`config.mk`:
```
export PLATFORM = sky130hd
export DESIGN_NAME = pipe_mac
export DESIGN_NICKNAME = d
export VERILOG_FILES = /design/src/rtl/pipe_mac.sv
export SDC_FILE = /design/constraint.sdc
export NUM_CORES = 1
export LEC_CHECK = 0
export BUFFER_PORTS_ARGS = -buffer_cell sky130_fd_sc_hd__buf_2
export CAP_MARGIN = 20
export CELL_PAD_IN_SITES_DETAIL_PLACEMENT = 1
export CELL_PAD_IN_SITES_GLOBAL_PLACEMENT = 2
export CORE_MARGIN = 5
export CORE_UTILIZATION = 35
export DETAILED_ROUTE_END_ITERATION = 8
export PLACE_DENSITY_LB_ADDON = 0.1
export RECOVER_POWER = 100
export SYNTH_ARGS = -nofsm -noshare
export SYNTH_HDL_FRONTEND = slang
export SYNTH_SLANG_ARGS = --single-unit
```
`constraint.sdc`:
```
create_clock -name clk -period 5.35 [get_ports clk]
set_clock_uncertainty 0.05 [all_clocks]
set_input_delay 0.2675 -clock clk [delete_from_list [all_inputs] [get_ports clk]]
set_output_delay 0.2675 -clock clk [all_outputs]
set_load 0.02 [all_outputs]
```
`src/rtl/pipe_mac.sv`:
```
// pipe_mac: (A+B)*(C+D) over a 3-stage globally stalled pipeline with
// per-sample product / accumulate / clear-and-load modes and a saturating result.
module pipe_mac #(
  parameter int unsigned N     = 10,
  parameter int unsigned OUT_W = 32,
  parameter int unsigned CNT_W = 16
) (
  input  logic             clk,
  input  logic             rst,
  input  logic             in_valid,
  output logic             in_ready,
  input  logic [N-1:0]     A,
  input  logic [N-1:0]     B,
  input  logic [N-1:0]     C,
  input  logic [N-1:0]     D,
  input  logic [1:0]       mode,
  output logic             out_valid,
  input  logic             out_ready,
  output logic [OUT_W-1:0] Y,
  output logic             sat,
  output logic [CNT_W-1:0] out_count
);

  localparam int unsigned SW = N + 1;
  localparam int unsigned PW = 2 * N + 2;
  // Wide enough for acc + P without loss, whichever operand is wider.
  localparam int unsigned RW = ((PW > OUT_W) ? PW : OUT_W) + 1;

  localparam logic [1:0]    MODE_ACC  = 2'b01;
  localparam logic [1:0]    MODE_LOAD = 2'b10;
  localparam logic [RW-1:0] Y_MAX     = RW'({OUT_W{1'b1}});

  logic             adv;
  logic             s1_valid;
  logic [SW-1:0]    s1_ab;
  logic [SW-1:0]    s1_cd;
  logic [1:0]       s1_mode;
  logic             s2_valid;
  logic [PW-1:0]    s2_p;
  logic [1:0]       s2_mode;
  logic [OUT_W-1:0] acc;
  logic [RW-1:0]    r_full;
  logic             r_over;
  logic [OUT_W-1:0] y_next;

  // Global stall and S3 result / saturation.
  always_comb begin
    adv      = ~out_valid | out_ready;
    in_ready = adv;
    r_full   = (s2_mode == MODE_ACC) ? RW'(acc) + RW'(s2_p) : RW'(s2_p);
    r_over   = r_full > Y_MAX;
    y_next   = r_over ? {OUT_W{1'b1}} : r_full[OUT_W-1:0];
  end

  // S1: operand pair sums.
  always_ff @(posedge clk or posedge rst) begin
    if (rst) begin
      s1_valid <= 1'b0;
      s1_ab    <= '0;
      s1_cd    <= '0;
      s1_mode  <= '0;
    end else if (adv) begin
      s1_valid <= in_valid;
      s1_ab    <= SW'(A) + SW'(B);
      s1_cd    <= SW'(C) + SW'(D);
      s1_mode  <= mode;
    end
  end

  // S2: product of the sums.
  always_ff @(posedge clk or posedge rst) begin
    if (rst) begin
      s2_valid <= 1'b0;
      s2_p     <= '0;
      s2_mode  <= '0;
    end else if (adv) begin
      s2_valid <= s1_valid;
      s2_p     <= PW'(s1_ab) * PW'(s1_cd);
      s2_mode  <= s1_mode;
    end
  end

  // S3: output beat; Y/sat/acc only move on a valid sample, bubbles just drop out_valid.
  always_ff @(posedge clk or posedge rst) begin
    if (rst) begin
      out_valid <= 1'b0;
      Y         <= '0;
      sat       <= 1'b0;
      acc       <= '0;
    end else if (adv) begin
      out_valid <= s2_valid;
      if (s2_valid) begin
        Y   <= y_next;
        sat <= r_over;
        if (s2_mode == MODE_ACC || s2_mode == MODE_LOAD) begin
          acc <= y_next;
        end
      end
    end
  end

  // Completed output handshakes, wrapping.
  always_ff @(posedge clk or posedge rst) begin
    if (rst) begin
      out_count <= '0;
    end else if (out_valid && out_ready) begin
      out_count <= out_count + CNT_W'(1);
    end
  end

endmodule

```
; ---- Yosys cells after proc, flatten, opt, wreduce, memory -nomap -nowiden
; Index checks and enable logic that the tools add are counted.
[word_totals]
reg_bits = 132
output_inout_bits = 51
word_cells = 28
input_bits = 46
[op_classes]
mul = 1
n_lt_le_gt_ge = 1
n_reduce_logical = 4
n_bitwise = 2
n_addsub = 4
eq_ne = 2
mux = 2
[ops]
columns = cell, n
row1 = 32-bit by 22-bit adder with 33-bit output, 1
row2 = 33-bit by 32-bit > comparator with 1-bit output (second input constant), 1
row3 = 33-bit two-way mux, 1
row4 = 32-bit two-way mux, 1
row5 = 10-bit by 10-bit adder with 11-bit output, 2
row6 = 11-bit by 11-bit multiplier with 22-bit output, 1
row7 = 16-bit by 1-bit adder with 16-bit output (second input constant), 1
row8 = 3-bit AND reduction, 1
row9 = 2-bit by 1-bit equality test with 1-bit output (second input constant), 1
row10 = 2-bit equality test (second input constant), 1
row11 = 2-bit AND reduction, 1
row12 = 1-bit logical AND, 1
row13 = 1-bit logical OR, 1
row14 = 1-bit NOT, 1
row15 = 1-bit bitwise OR, 1

; ---- Depth between registers and ports, before layout
[logic_depth]
depth_word = 4
depth_mapped = 21
mapped_depth_nobuf = 20

; ---- Least setup slack after synthesis
; Ideal clock, no wire load.
[synth_path]
kind = register to register
startpoint = reg s1_ab[0]
endpoint = reg s2_p[19]
path_buffers = 1
path_stages_with_launch = 18
t_required_ns = 5.205
slack_ns = 0.120
synth_period_minus_slack_ns = 5.230
t_arrival_ns = 5.084
setup_ns = 0.095
cell_sequence = dfrtp_1 -> clkbuf_1 -> nand2_1 -> fa_1 -> fa_1 -> inv_1 -> fa_1 -> fa_1 -> inv_1 -> fa_1 -> inv_1 -> ha_1 -> or2_2 -> a2111oi_2 -> nor4b_1 -> o31a_1 -> o21a_1 -> o31ai_1
[synth_via]
elab_chain_len = 1
[synth_lines]
columns = element, line
row1 = from (decl), 35  ; logic [SW-1:0] s1_ab;
row2 = from (signal assigned), 64  ; s1_ab <= SW'(A) + SW'(B);
row3 = 11-bit by 11-bit multiplier with 22-bit output, 78  ; s2_p <= PW'(s1_ab) * PW'(s1_cd);
row4 = to (signal assigned), 78
row5 = to (decl), 39  ; logic [PW-1:0] s2_p;
; No other way between the ends.
; A chain may end at the register's enable or synchronous reset.

; ---- Worst setup path after layout
[layout_path]
startpoint = reg s1_ab[6]
endpoint = reg s2_p[18]
; Same word-level chain as after synthesis.

==> out/metrics.csv <==
metric;value;unit
crit path DAT;5.40;ns
via-per-instance ratio;5.015;
overall routing resource usage;0.1729;
Reg2Reg Setup Slack;0.19;ns
Routed WL;31.81;mm
clock-pin slew on the worst setup and hold paths;0.06;ns
ratio of final minimum period to clock period;0.9642;
Yosys top cell area share;0.2781;
# rows;67;
most frequent CP cell;fa_1;
layout cells sized above 1;0.1206;
CORE AREA;33530;µm²
CP max stage cell;fa_1;
WL per Instance;16.90;µm
Core Util, Final;0.4076;
sequential area share after synthesis;0.2781;
Synth cell types;78;
layer with the highest usage;met2;
initial core utilization;0.3543;
Syn Std Cell Area;11880;µm²
Synth Area per Inst;8.918;µm²
pre-CTS setup slack;-0.1889;ns
reg2reg end;s2_p[18];
RSZ-0062 raised after global routing;yes;
Slew headroom;-1.252;
Crit Path Class;flip-flop to flip-flop;
Yosys reg bits;132;
Achievable Freq;0.1939;GHz
clock root cell;clkbuf_16;
Most used DFF post-synth;dfrtp_1;
Post-synth ARST share;1.000;
Final Wtd Congestion;0.7865;
Slew Viols, Final;85;
Req. time, crit path;5.59;ns
maxcap violations;1;
Critical R2R Launch;s1_ab[6];
worst-skew pair later-pin latency;0.44;ns
Detail Placement HPWL;24.62;mm
Antenna diodes;0;
Clock Sinks;132;
Hold Crit Class;primary input to flip-flop;
Die Y;194.2;µm
worst path cell trace;buf_4 -> and2_1 -> fa_1 -> fa_1 -> fa_1 -> fa_1 -> inv_1 -> fa_1 -> inv_1 -> ha_4 -> a21o_1 -> a21oi_1 -> o21ai_1 -> a31oi_1 -> buf_4 -> nand2_1 -> a21o_1 -> a211oi_2 -> o41ai_1;
Synth area leaders;dfrtp_1 (28%), fa_1 (14%), ha_1 (11%), nand2_1 (5.7%), inv_1 (4.1%);
main combinational cell family by area after synthesis;adder cells;
pin count of the biggest net entering global routing;85;
grt met2 use;0.2901;
Ports;97;
DRC Markers;0;
Layout area overhead;15.05;%
Fin. Hold Viols;0;
R2R depth;19;
number of flops mapped to enable cells by yosys;0;
post-route minimum period;5.159;ns
failing checks;max-capacitance violations, max-slew violations;
slowest cell delay on critical path;0.56;ns
CP Capture Type;flip-flop;
DRT Pass-1 Iters;4;
mux cell area share after synthesis;0.01538;
Critical Path Source Type;flip-flop;
post-route ant nets;0;
Critical Path End;s2_p[18];
cell taking the most area after synthesis;dfrtp_1;
final worst slack;0.1914;ns
Initial DRC Count;287;
total CTS buffers;17;
number of global-route vias before repair;10240;
Synth Area in Compound Gates;0.1643;
CP Max Fanout;7;
vias;9439;
M3 GR Usage;0.02832;
CTS tree;yes;
DIE WIDTH;194.2;µm
status;complete, but fails checks;
most common cell after layout, fill and taps aside;nand2_1;
Synth Area in XOR/XNOR;0.03687;
depth of the CTS H-tree;4;
die area;37720;µm²
Yosys warnings;0;
Setup crit start;s1_ab[6];
most frequent cells in the layout;nand2_1 (181), inv_1 (130), dfrtp_1 (121);
hold slack final;0.09337;ns
first-pass GRT wire length;54.08;mm
Port Buffers;96;
Setup Viol. Count Final;0;
Synth Instances;1332;
# nets final;1654;
grt ovf;0;
Post-Synth Adder-Cell Area;0.2494;
syn_nets;1565;
worst slew pin tran;3.377;ns
Max Buffers Root-to-Sink;2;
GR Util met1;0.2384;
initial antenna violation count;0;
simple logic cell fraction of the synthesized area;0.1904;
Fin Setup TNS;0;ns
-- final cells by class --
class	instances	area, µm²
Multi-Input combinational cell	1004	7900
Inverter	132	495.5
Clock inverter	12	226.5
Fill cell	3988	19870
Sequential cell	132	3317
Clock buffer	20	456.7
Tap cell	448	560.5
Timing Repair Buffer	134	710.7
-- sequential cells by signal (all words and copies together), names as in the netlist --
name       cells
s2_p          22
s2_mode        2
s2_valid       1
out_valid      1
Y             32
s1_ab         11
s1_mode        2
sat            1
s1_valid       1
out_count     16
acc           32
s1_cd         11
-- synthesized netlist by cell type, types with 9 or more instances --
cell type    n
nor2b_1     15
ha_1       104
inv_1      131
xor2_1      21
nor2_1      88
nand2_1    181
a21o_1      17
fa_1        83
a211oi_1    29
o21ai_0     79
and2_1      77
clkbuf_1    48
o31ai_1     10
a21oi_1     59
a31oi_1      9
xnor2_1     29
dfrtp_1    132
o211ai_1    10
nor3_1      24
nand3_1     18
o21a_1      11
-- metal layers --
metal | part of all wire | wire length (µm)
met3 | 0.018 | 557
met1 | 0.50 | 15800
met2 | 0.48 | 15190
met5 | 0 | 0
met4 | 0.0082 | 261
-- critical path, delay by kind of cell, from the launching register on --
kind	cells	cell delay, ns
flops	1	0.44
compound gates	7	1.00
simple gates	2	0.24
fa+ha+maj	6	2.82
buf+inv	4	0.44
-- how the worst min path moves through the flow --
stage               depth (start not counted)         end      from
finish                                      4    s1_cd[0]      D[0]
global route                                4    s1_cd[0]      D[0]
CTS                                         4    s1_cd[0]      D[0]
detailed placement                          2    s1_valid  s1_valid
global placement                            2    s1_valid  s1_valid
floorplan                                   2  s1_mode[0]   mode[0]
-- through the flow --
stage	area [µm²]	std cells
after floorplan	11880	1332
after global placement	12870	1842
after detailed placement	12870	1842
after CTS	13650	1880
after global routing	13670	1882
final	13670	1882
-- what timing repair did --
action | in CTS | in global routing
hold buffers | 4 | 0
endpoints found under the setup margin | 5 | 7
gates resized for setup | 8 | 21
pin swaps | 1 | 8
buffers inserted | 2 | 2
endpoints found under the hold margin | 86 | 0
-- kinds of logic after synthesis --
group | count (synthesis)
XOR/XNOR | 50
AO/OA/AOI/OAI | 284
multiplexers | 17
flip-flops | 132
AND/OR/NAND/NOR | 466
adder cells (fa/ha/maj) | 187
buffers and inverters | 196
Power is left out: the tool's default activity adds up to more than one toggle a clock period on the data nets, which glitch-free logic cannot reach.
